## config.mk

```make
export PLATFORM = sky130hd
export DESIGN_NAME = tcl_egress_merge
export DESIGN_NICKNAME = d
export VERILOG_FILES = /design/src/rtl/tcl_pkg.sv /design/src/rtl/egress_lane_fifo.sv /design/src/rtl/tcl_egress_merge.sv
export SDC_FILE = /design/constraint.sdc
export NUM_CORES = 1
export LEC_CHECK = 0
export ABC_CLOCK_PERIOD_IN_PS = 7930
export BUFFER_PORTS_ARGS = -buffer_cell sky130_fd_sc_hd__buf_2
export CORE_AREA = 4 4 152 154
export CTS_CLUSTER_DIAMETER = 60
export CTS_CLUSTER_SIZE = 28
export DETAILED_ROUTE_END_ITERATION = 8
export DIE_AREA = 0 0 156 158
export PLACE_DENSITY = 0.75
export SLEW_MARGIN = 15
export SYNTH_ARGS = -nofsm -noshare
export SYNTH_HDL_FRONTEND = slang
export SYNTH_SLANG_ARGS = --single-unit
```

## constraint.sdc

```tcl
create_clock -name clk -period 7.93 [get_ports clk]
set_input_delay 0.793 -clock clk [delete_from_list [all_inputs] [get_ports clk]]
set_output_delay 0.793 -clock clk [all_outputs]
set_load 0.02 [all_outputs]
```

## src/rtl/tcl_pkg.sv

```systemverilog
// Shared encodings and default sizes for the transaction-layer egress merge.
package tcl_pkg;

    localparam int TCL_DATA_W = 12;
    localparam int TCL_DEPTH  = 4;
    localparam int TCL_OCC_W  = 3;
    localparam int TCL_CNT_W  = 5;

    localparam logic [2:0] IDX_TOTAL = 3'd4;

    typedef enum logic [3:0] {
        ST_ERROR  = 4'b0000,
        ST_RESET  = 4'b0001,
        ST_INIT   = 4'b0010,
        ST_IDLE   = 4'b0100,
        ST_ACTIVE = 4'b1000
    } state_t;

endpackage

```

## src/rtl/egress_lane_fifo.sv

```systemverilog
// Single egress lane FIFO with occupancy count and overflow indication.
module egress_lane_fifo
    import tcl_pkg::*;
#(
    parameter int DATA_W = TCL_DATA_W,
    parameter int DEPTH  = TCL_DEPTH,
    parameter int OCC_W  = TCL_OCC_W
) (
    input  logic              clk,
    input  logic              rst_n,
    input  logic              push,
    input  logic              pop,
    input  logic [DATA_W-1:0] din,
    output logic [DATA_W-1:0] dout,
    output logic [OCC_W-1:0]  occ,
    output logic              overflow
);

    localparam int PTR_W = $clog2(DEPTH);

    logic [DATA_W-1:0] mem [DEPTH];
    logic [PTR_W-1:0]  wr_ptr;
    logic [PTR_W-1:0]  rd_ptr;
    logic              full;
    logic              do_push;
    logic              do_pop;

    // A pop frees the slot the same cycle, so a push at full is still legal then.
    assign full     = (occ == OCC_W'(DEPTH));
    assign do_pop   = pop && (occ != '0);
    assign do_push  = push && (!full || do_pop);
    assign overflow = push && full && !do_pop;
    assign dout     = mem[rd_ptr];

    always_ff @(posedge clk or negedge rst_n) begin
        if (!rst_n) begin
            wr_ptr <= '0;
            rd_ptr <= '0;
            occ    <= '0;
        end else begin
            if (do_push) wr_ptr <= wr_ptr + PTR_W'(1);
            if (do_pop)  rd_ptr <= rd_ptr + PTR_W'(1);
            case ({do_push, do_pop})
                2'b10:   occ <= occ + OCC_W'(1);
                2'b01:   occ <= occ - OCC_W'(1);
                default: ;
            endcase
        end
    end

    always_ff @(posedge clk) begin
        if (do_push) mem[wr_ptr] <= din;
    end

endmodule

```

## src/rtl/tcl_egress_merge.sv

```systemverilog
// Merges four lane FIFOs into one tagged egress stream with round-robin
// arbitration, control FSM, grant counters and a counter read port.
module tcl_egress_merge
    import tcl_pkg::*;
#(
    parameter int DATA_W = TCL_DATA_W,
    parameter int DEPTH  = TCL_DEPTH,
    parameter int OCC_W  = TCL_OCC_W,
    parameter int CNT_W  = TCL_CNT_W
) (
    input  logic              clk,
    input  logic              reset,
    input  logic              init,
    input  logic [OCC_W-1:0]  Umbral_alto,
    input  logic              push0,
    input  logic              push1,
    input  logic              push2,
    input  logic              push3,
    input  logic [DATA_W-1:0] dataIn0,
    input  logic [DATA_W-1:0] dataIn1,
    input  logic [DATA_W-1:0] dataIn2,
    input  logic [DATA_W-1:0] dataIn3,
    output logic              almost_full0,
    output logic              almost_full1,
    output logic              almost_full2,
    output logic              almost_full3,
    input  logic              stall,
    output logic [DATA_W-1:0] dataOut,
    output logic [1:0]        portOut,
    output logic              validOut,
    input  logic [2:0]        idx,
    input  logic              req,
    output logic [CNT_W-1:0]  counterOut,
    output logic              counterValid,
    output logic [3:0]        State,
    output logic              error
);

    state_t            state, state_nx;
    logic [OCC_W-1:0]  thr;
    logic [3:0]        push_v, push_eff, pop, ovf, non_empty, af;
    logic [DATA_W-1:0] din  [4];
    logic [DATA_W-1:0] head [4];
    logic [OCC_W-1:0]  occ  [4];
    logic [1:0]        last_grant, grant_lane;
    logic              grant_vld, out_load;
    logic [CNT_W-1:0]  lane_cnt [4];
    logic [CNT_W-1:0]  total_cnt, cnt_sel;
    logic [DATA_W-1:0] dout_p1;
    logic [1:0]        port_p1;
    logic              vld_p1;

    // Zero or out-of-range thresholds fall back to the full depth.
    function automatic logic [OCC_W-1:0] sat_thr(input logic [OCC_W-1:0] u);
        if (u == '0 || int'(u) > DEPTH) return OCC_W'(DEPTH);
        return u;
    endfunction

    assign push_v   = {push3, push2, push1, push0};
    assign din[0]   = dataIn0;
    assign din[1]   = dataIn1;
    assign din[2]   = dataIn2;
    assign din[3]   = dataIn3;
    assign push_eff = (state == ST_RESET || state == ST_INIT) ? 4'b0000 : push_v;

    for (genvar k = 0; k < 4; k++) begin : g_lane
        egress_lane_fifo #(.DATA_W(DATA_W), .DEPTH(DEPTH), .OCC_W(OCC_W)) u_fifo (
            .clk      (clk),
            .rst_n    (reset),
            .push     (push_eff[k]),
            .pop      (pop[k]),
            .din      (din[k]),
            .dout     (head[k]),
            .occ      (occ[k]),
            .overflow (ovf[k])
        );
        assign non_empty[k] = (occ[k] != '0);
        assign af[k]        = (state == ST_INIT) || (occ[k] >= thr);
        assign pop[k]       = grant_vld && (grant_lane == 2'(k));
    end

    assign {almost_full3, almost_full2, almost_full1, almost_full0} = af;

    // Round-robin search starts just after the last granted lane.
    always_comb begin
        grant_vld  = 1'b0;
        grant_lane = 2'd0;
        if (state == ST_ACTIVE && !stall) begin
            for (int i = 1; i <= 4; i++) begin
                if (!grant_vld && non_empty[last_grant + 2'(i)]) begin
                    grant_vld  = 1'b1;
                    grant_lane = last_grant + 2'(i);
                end
            end
        end
    end

    always_comb begin
        state_nx = state;
        case (state)
            ST_RESET:  state_nx = ST_INIT;
            ST_INIT:   if (!init) state_nx = ST_IDLE;
            ST_IDLE:   if (init) state_nx = ST_INIT;
                       else if (|non_empty) state_nx = ST_ACTIVE;
            ST_ACTIVE: if (!(|non_empty) && !grant_vld) state_nx = ST_IDLE;
            default:   state_nx = ST_ERROR;
        endcase
        if (|ovf && state != ST_RESET) state_nx = ST_ERROR;
    end

    always_ff @(posedge clk or negedge reset) begin
        if (!reset) begin
            state      <= ST_RESET;
            thr        <= OCC_W'(DEPTH);
            last_grant <= 2'd3;
            error      <= 1'b0;
        end else begin
            state <= state_nx;
            if (state == ST_INIT) thr <= sat_thr(Umbral_alto);
            if (grant_vld) last_grant <= grant_lane;
            if (|ovf) error <= 1'b1;
        end
    end

    // Stage p1: registered egress word, presented the cycle after its grant.
    assign out_load = grant_vld && (state_nx != ST_ERROR);

    always_ff @(posedge clk or negedge reset) begin
        if (!reset) begin
            dout_p1 <= '0;
            port_p1 <= 2'd0;
            vld_p1  <= 1'b0;
        end else begin
            vld_p1 <= out_load;
            if (out_load) begin
                dout_p1 <= head[grant_lane];
                port_p1 <= grant_lane;
            end
        end
    end

    assign dataOut  = dout_p1;
    assign portOut  = port_p1;
    assign validOut = vld_p1;
    assign State    = state;

    assign cnt_sel = (idx == IDX_TOTAL) ? total_cnt : lane_cnt[idx[1:0]];

    always_ff @(posedge clk or negedge reset) begin
        if (!reset) begin
            for (int k = 0; k < 4; k++) lane_cnt[k] <= '0;
            total_cnt    <= '0;
            counterOut   <= '0;
            counterValid <= 1'b0;
        end else begin
            if (grant_vld) begin
                lane_cnt[grant_lane] <= lane_cnt[grant_lane] + CNT_W'(1);
                total_cnt            <= total_cnt + CNT_W'(1);
            end
            counterValid <= 1'b0;
            if (req && state != ST_RESET) begin
                if (idx <= IDX_TOTAL) begin
                    counterOut   <= cnt_sel;
                    counterValid <= 1'b1;
                end else begin
                    counterOut <= '0;
                end
            end
        end
    end

endmodule

```

# Word-level counts from Yosys, hierarchy flattened
# Memories as Yosys holds them, arrays and structs flattened.
# Cells that the tools add are included.
# classes
n_mux	60
magnitude_cmp	13
n_reduce_logical	66
bitwise	2
add_sub_neg	21
mul	0
n_shift	0
n_eq_ne	21
div	0
# op_table
op	count
two-way mux 5 bit	7
logical AND 1 bit	29
binary-select mux 12 bit (select 2 bit)	1
two-way mux 1 bit	24
two-way mux 12 bit	2
two-way mux 4 bit	6
case mux 3 bit (2 select lines)	4
binary-select mux 5 bit (select 2 bit)	2
bitwise mux 20 bit	1
adder 2 x 1 -> 2 bit (second input constant)	9
case mux 4 bit (4 select lines)	1
== test 3 bit (second input constant)	5
zero test 1 bit	14
adder 3 x 1 -> 3 bit (second input constant)	4
== test 2 bit (second input constant)	6
>= comparator 3 bit	4
< comparator 2 x 3 -> 1 bit (second input constant)	4
nonzero test 3 bit	4
subtractor 3 x 1 -> 3 bit (second input constant)	4
adder 5 x 1 -> 5 bit (second input constant)	2
demux 5 bit (select 2 bit)	1
== test 2 x 1 -> 1 bit (second input constant)	5
logical OR 1 bit	10
two-way mux 2 bit	5
18 further kinds	29
# totals
mem_bits_ro	0
n_memories	4
wordCells	213
mem_bits_rw	192
register_bits	84
output_inout_bits	30
latch_bits	0
in_bits	63
# mem_list
name	words	word_bits	rd	rd_clocked_by_memory_dff	write_ports	line	rtl
g_lane[0].u_fifo.mem	4	12	1	0	1	egress_lane_fifo.sv:21	logic [DATA_W-1:0] mem [DEPTH];
g_lane[1].u_fifo.mem	4	12	1	0	1	egress_lane_fifo.sv:21	
g_lane[2].u_fifo.mem	4	12	1	0	1	egress_lane_fifo.sv:21	
g_lane[3].u_fifo.mem	4	12	1	0	1	egress_lane_fifo.sv:21	

# Depth between registers and ports, before layout
# depth
word_depth	27
depth_mapped	15
ltp_nobuf	13

# Hierarchy
# From an unflattened synthesis, not the netlist that was laid out.
# unflattened
hier_cells	848
area_unflattened_um2	12448.2
# by_module_without_submodules
mod	seq_area_each_um2	area_per_inst_um2	n_inst	cells_each
egress_lane_fifo (g_lane[0].u_fifo ...)	1616.6	2239.6	3	113
tcl_egress_merge	1406.3	3552.2	1	409
egress_lane_fifo (g_lane[3].u_fifo)	1616.6	2177.1	1	100

# Worst setup path before layout
# OpenSTA, ideal clock, no wires.
# synth_timing
kind	register to register
start	reg g_lane[1].u_fifo.occ[1]
end	reg g_lane[1].u_fifo.occ[2]
path_stages_with_launch	15
setup_ps	79
setup_slack_ps	4248
n_path_buf	3
arrival_time_ps	3603
path_cell_list	dfrtp_1 > or3_1 > clkbuf_2 > or3_1 > a2111oi_2 > or3_4 > clkbuf_1 > and3_1 > buf_2 > ha_1 > inv_1 > fa_1 > xor2_1 > nor2_1 > xor2_1
# synth_between
elab_chain_cells	24
# synth_lines
item	line	rtl
start: declaration	egress_lane_fifo.sv:15	output logic [OCC_W-1:0] occ,
start signal: assignment	egress_lane_fifo.sv:44	2'b10: occ <= occ + OCC_W'(1);
start signal: assignment	egress_lane_fifo.sv:45	2'b01: occ <= occ - OCC_W'(1);
nonzero test 3 bit *	egress_lane_fifo.sv:30, tcl_egress_merge.sv:77	
binary-select mux 1 bit (select 2 bit)	tcl_egress_merge.sv:90	if (!grant_vld && non_empty[last_grant + 2'(i)]) begin
two-way mux 1 bit (implied by the code)	tcl_egress_merge.sv:90	
two-way mux 1 bit	tcl_egress_merge.sv:90	
two-way mux 1 bit	tcl_egress_merge.sv:88	if (state == ST_ACTIVE && !stall) begin
zero test 1 bit	tcl_egress_merge.sv:90	
logical AND 1 bit	tcl_egress_merge.sv:90	
two-way mux 1 bit	tcl_egress_merge.sv:90	
(+9 left out)	n/a	
== test 2 x 1 -> 1 bit	tcl_egress_merge.sv:79	assign pop[k] = grant_vld && (grant_lane == 2'(k));
logical AND 1 bit	tcl_egress_merge.sv:79	
logical AND 1 bit *	egress_lane_fifo.sv:30	assign do_pop = pop && (occ != '0);
via g_lane[1].u_fifo.do_pop	egress_lane_fifo.sv:26	logic do_pop;
logical OR 1 bit	egress_lane_fifo.sv:31	assign do_push = push && (!full || do_pop);
logical AND 1 bit	egress_lane_fifo.sv:31	
== test 2 x 1 -> 1 bit / == test 2 bit (equally long branches)	egress_lane_fifo.sv:43	case ({do_push, do_pop})
case mux 3 bit (2 select lines) / nonzero test 2 bit (equally long branches)	n/a	
# The timed path passes the listed nets; every way through them passes the cells marked *. The select of a mux whose other input is x is not followed.
# A chain may end at the register's enable or synchronous reset.

# Worst setup path after layout
# layout_timing
start	reg g_lane[0].u_fifo.occ[2]
end	reg g_lane[2].u_fifo.occ[2]
# layout_between
elab_chain_cells	24
# layout_lines
item	line	rtl
start: declaration	egress_lane_fifo.sv:15	
start signal: assignment	egress_lane_fifo.sv:44	
start signal: assignment	egress_lane_fifo.sv:45	
nonzero test 3 bit *	tcl_egress_merge.sv:77	assign non_empty[k] = (occ[k] != '0);
binary-select mux 1 bit (select 2 bit)	tcl_egress_merge.sv:90	
two-way mux 1 bit (implied by the code)	tcl_egress_merge.sv:90	
two-way mux 1 bit	tcl_egress_merge.sv:90	
two-way mux 1 bit	tcl_egress_merge.sv:88	
zero test 1 bit	tcl_egress_merge.sv:90	
logical AND 1 bit	tcl_egress_merge.sv:90	
two-way mux 1 bit	tcl_egress_merge.sv:90	
(+8 left out)	n/a	
two-way mux 2 bit	tcl_egress_merge.sv:88	
== test 2 bit	tcl_egress_merge.sv:79	
logical AND 1 bit *	tcl_egress_merge.sv:79	
logical AND 1 bit *	egress_lane_fifo.sv:30	
logical OR 1 bit	egress_lane_fifo.sv:31	
logical AND 1 bit	egress_lane_fifo.sv:31	
== test 2 x 1 -> 1 bit / == test 2 bit (equally long branches)	egress_lane_fifo.sv:43	
case mux 3 bit (2 select lines) / nonzero test 2 bit (equally long branches)	n/a	
end signal: assignment	egress_lane_fifo.sv:44	
end signal: assignment	egress_lane_fifo.sv:45	
end: declaration	egress_lane_fifo.sv:15	
# Every way passes the cells marked *; elsewhere a longest branch is shown, timed or not. The select of a mux whose other input is x is not followed.

==> reports/metrics.csv <==
metric;value;unit
PwrDens;290;nW/µm²
register area;7870;µm²
port bufs;92;
number of top-level pins;93;
row cnt;54;
layout cells sized above 1;25.0;%
Post-Syn Area per Cell;15.3;µm²
worst min path class;in -> async;
worst-path fanout max;17;
end point of the critical path;g_lane[2].u_fifo.occ[2];
TNS Setup;0;ns
Initial DRC Count;554;
Layout area overhead;11.6;%
first-pass GRT wire length;38.3;mm
main flop type after synthesis;edfxtp_1;
endpoints failing setup;0;
Die Span X;156;µm
Max Cap Viol;0;
EDFF count, synth;192;
nets@finish;973;
DIE HEIGHT;158;µm
ys async rst share;30.4;%
Final Wtd Congestion;0.891;
leakage power;5.26;nW
area of the multi-input gates;3920;µm²
r2r worst-path depth;13;
Initial Util;55.7;%
initial antenna violation count;0;
R2R Path End;g_lane[2].u_fifo.occ[2];
Worst Skew;0.0140;ns
pin count of the biggest net entering global routing;54;
CTS Buf Count;21;
synthesized net count;892;
Synth Warn #;0;
Crit Path Class;reg -> reg;
via count;6789;
final WL;24.1;mm
max-slew violation count;0;
cell count after synthesis;790;
# H-tree levels;1;
outcome;finished, final reports clean;
clk root buf;clkbuf_16;
Critical Path Source Type;flip-flop;
actual slew at the worst max-slew pin;1.17;ns
CTS tree;done;
Vias/cell;5.83;
GRT Util Overall;20.1;%
Req. time, crit path;8.33;ns
DR WL/cell;20.7;µm
Resized cells post-CTS;0;
#FFs+latches synth;276;
ant diodes;0;
Final min period;4.88;ns
detailed placement HPWL;16.8;mm
DRC;0;
Routed Antenna Nets;0;
Slew headroom;21.1;%
maximum vdd drop;0.244;mV
clock latency on the worst-skew pair;0.51;ns
clk slew on worst S/H paths;0.09;ns
Worst setup EP type;flip-flop;
Post-CTS Setup Bufs;0;
maximum clock insertion buffer count;3;
area of the core;21700;µm²
final core occ;62.2;%
Die ar.;24600;µm²
Unique masters post-synth;58;
r2r setup slk;3.05;ns
final hold violations;0;
Pre-antenna DRT Iters;5;
final worst path period share;61.5;%
mapped cell area;12100;µm²
Setup crit start;g_lane[0].u_fifo.occ[2];
grt ovf;0;
crit path DAT;5.28;ns
vias in the first global route;6908;
Filler Cell Count;1614;
CTS Hold Buffers Added;0;
Max Clk Rate;0.205;GHz
RSZ-0062 raised after global routing;false;
part of the Yosys area used for sequential elements;65.2;%
clk sinks;276;
worst r2r src;g_lane[0].u_fifo.occ[2];
-- where the power goes --
group,internal (mW),switching (mW),leakage (nW)
clock,0.532,0.566,0.344
sequential,1.79,0.164,2.84
combinational,0.363,0.500,2.08
total,2.68,1.23,5.26
-- sequential cells by signal (all words and copies together) (netlist names), 2 cells and up --
register,count
g_lane.u_fifo.wr_ptr,8
g_lane.u_fifo.rd_ptr,8
total_cnt,5
counterOut,5
State,4
lane_cnt,20
thr,3
g_lane.u_fifo.mem,192
last_grant,2
portOut,2
dataOut,12
g_lane.u_fifo.occ,12
-- worst min path at each step --
stage            startpoint      endpoint  slack [ns]  cells past startpoint
3_3_place_gp          error         error        0.45                      1
4_1_cts               reset        thr[1]        0.22                      1
3_5_place_dp          error         error        0.45                      1
5_1_grt               reset        thr[1]        0.24                      1
6_report              reset        thr[1]        0.21                      1
2_1_floorplan  total_cnt[4]  total_cnt[4]        0.45                      1
-- cell families after synthesis --
family                     synth area share (%)
buffers and inverters                      2.38
DFF                                        65.2
xor gates and xnor gates                   2.61
adders and majority gates                  4.29
and+or+nand+nor                            7.70
AOI/OAI and AO/OA                          5.02
other                                    0.0310
muxes                                      12.8
-- cells in the final DEF (no fill, tap or decap), drive strengths merged, types with 22 or more instances in the layout --
master and n:
edfxtp 192, buf 95, nand2 93, dfrtp 80
mux4 53, inv 43, ha 35, o21ai 29
mux2 26, xnor2 23, nor2 23, clkbuf 22
-- cells in the mapped netlist, drive strengths merged, types with 2 or more instances --
| cell type | count | area (µm²) |
|---|---|---|
| a21o | 4 | 30.0 |
| nand3b | 3 | 22.5 |
| o211ai | 3 | 22.5 |
| xor2 | 13 | 114 |
| clkbuf | 32 | 121 |
| nor2 | 23 | 86.3 |
| nand2 | 93 | 349 |
| buf | 5 | 35.0 |
| edfxtp | 192 | 5770 |
| mux4 | 53 | 1190 |
| a21oi | 5 | 25.0 |
| mux2i | 3 | 30.0 |
| a32oi | 2 | 17.5 |
| or4 | 2 | 15.0 |
| dfrtp | 80 | 2000 |
| dfstp | 4 | 105 |
| mux2 | 26 | 323 |
| a211o | 5 | 43.8 |
| ha | 35 | 438 |
| fa | 4 | 80.1 |
| nand3 | 10 | 50.1 |
| and2 | 16 | 100 |
| nor2b | 4 | 25.0 |
| nand2b | 7 | 43.8 |
| or3 | 6 | 42.5 |
| a211oi | 2 | 15.0 |
| and3 | 15 | 93.8 |
| a22oi | 9 | 67.6 |
| nor3 | 3 | 20.0 |
| o21a | 2 | 15.0 |
| a2111oi | 3 | 32.5 |
| nand4 | 5 | 31.3 |
| inv | 35 | 131 |
| a31oi | 15 | 93.8 |
| xnor2 | 23 | 201 |
| o211a | 2 | 20.0 |
| or2 | 4 | 25.0 |
| o31ai | 2 | 15.0 |
| o21ai | 29 | 145 |
-- worst max-delay path, cell delays in order (launching register included) --
cell and delay (ns):
dfrtp_1 0.46, nor3_1 0.86, a21oi_1 0.20, o221a_1 0.33, nor3_2 0.86, nand2b_1 0.42
a31oi_1 0.67, inv_1 0.10, ha_1 0.23, inv_1 0.09, fa_1 0.19, xor2_1 0.15
nor2_1 0.07, xor2_1 0.14
-- stage by stage --
stage / cell area, µm² / setup slack [ns] / hold slack (ns) / power [mW] / cells
floorplan: 12100 / 4.25 / 0.446 / 2.55 / 790
global placement: 12800 / 3.37 / 0.451 / 2.83 / 1128
detailed placement: 12800 / 3.16 / 0.454 / 2.85 / 1128
CTS: 13500 / 3.15 / 0.216 / 3.94 / 1165
global route: 13500 / 2.59 / 0.236 / 4.13 / 1165
finish: 13500 / 3.05 / 0.208 / 3.91 / 1165
-- final cells by class --
cell class	instances	area share [%]
timing repair buffer	95	3.60
inverter	35	0.974
clock buffer	22	3.93
clock inverter	15	1.44
tap	280	2.60
sequential	276	58.4
multi-input combinational	442	29.1
-- per-layer routing --
| layer | vias to the layer above | GRT usage [%] | part of all wire, % |
|---|---|---|---|
| li1 | 3122 | - | - |
| met1 | 3410 | 28.5 | 43 |
| met2 | 219 | 33.5 | 49 |
| met3 | 38 | 2.84 | 5.9 |
| met4 | 0 | 4.92 | 2.3 |
| met5 | - | 0 | 0 |
No activity file was read; power rests on OpenSTA's default activity.
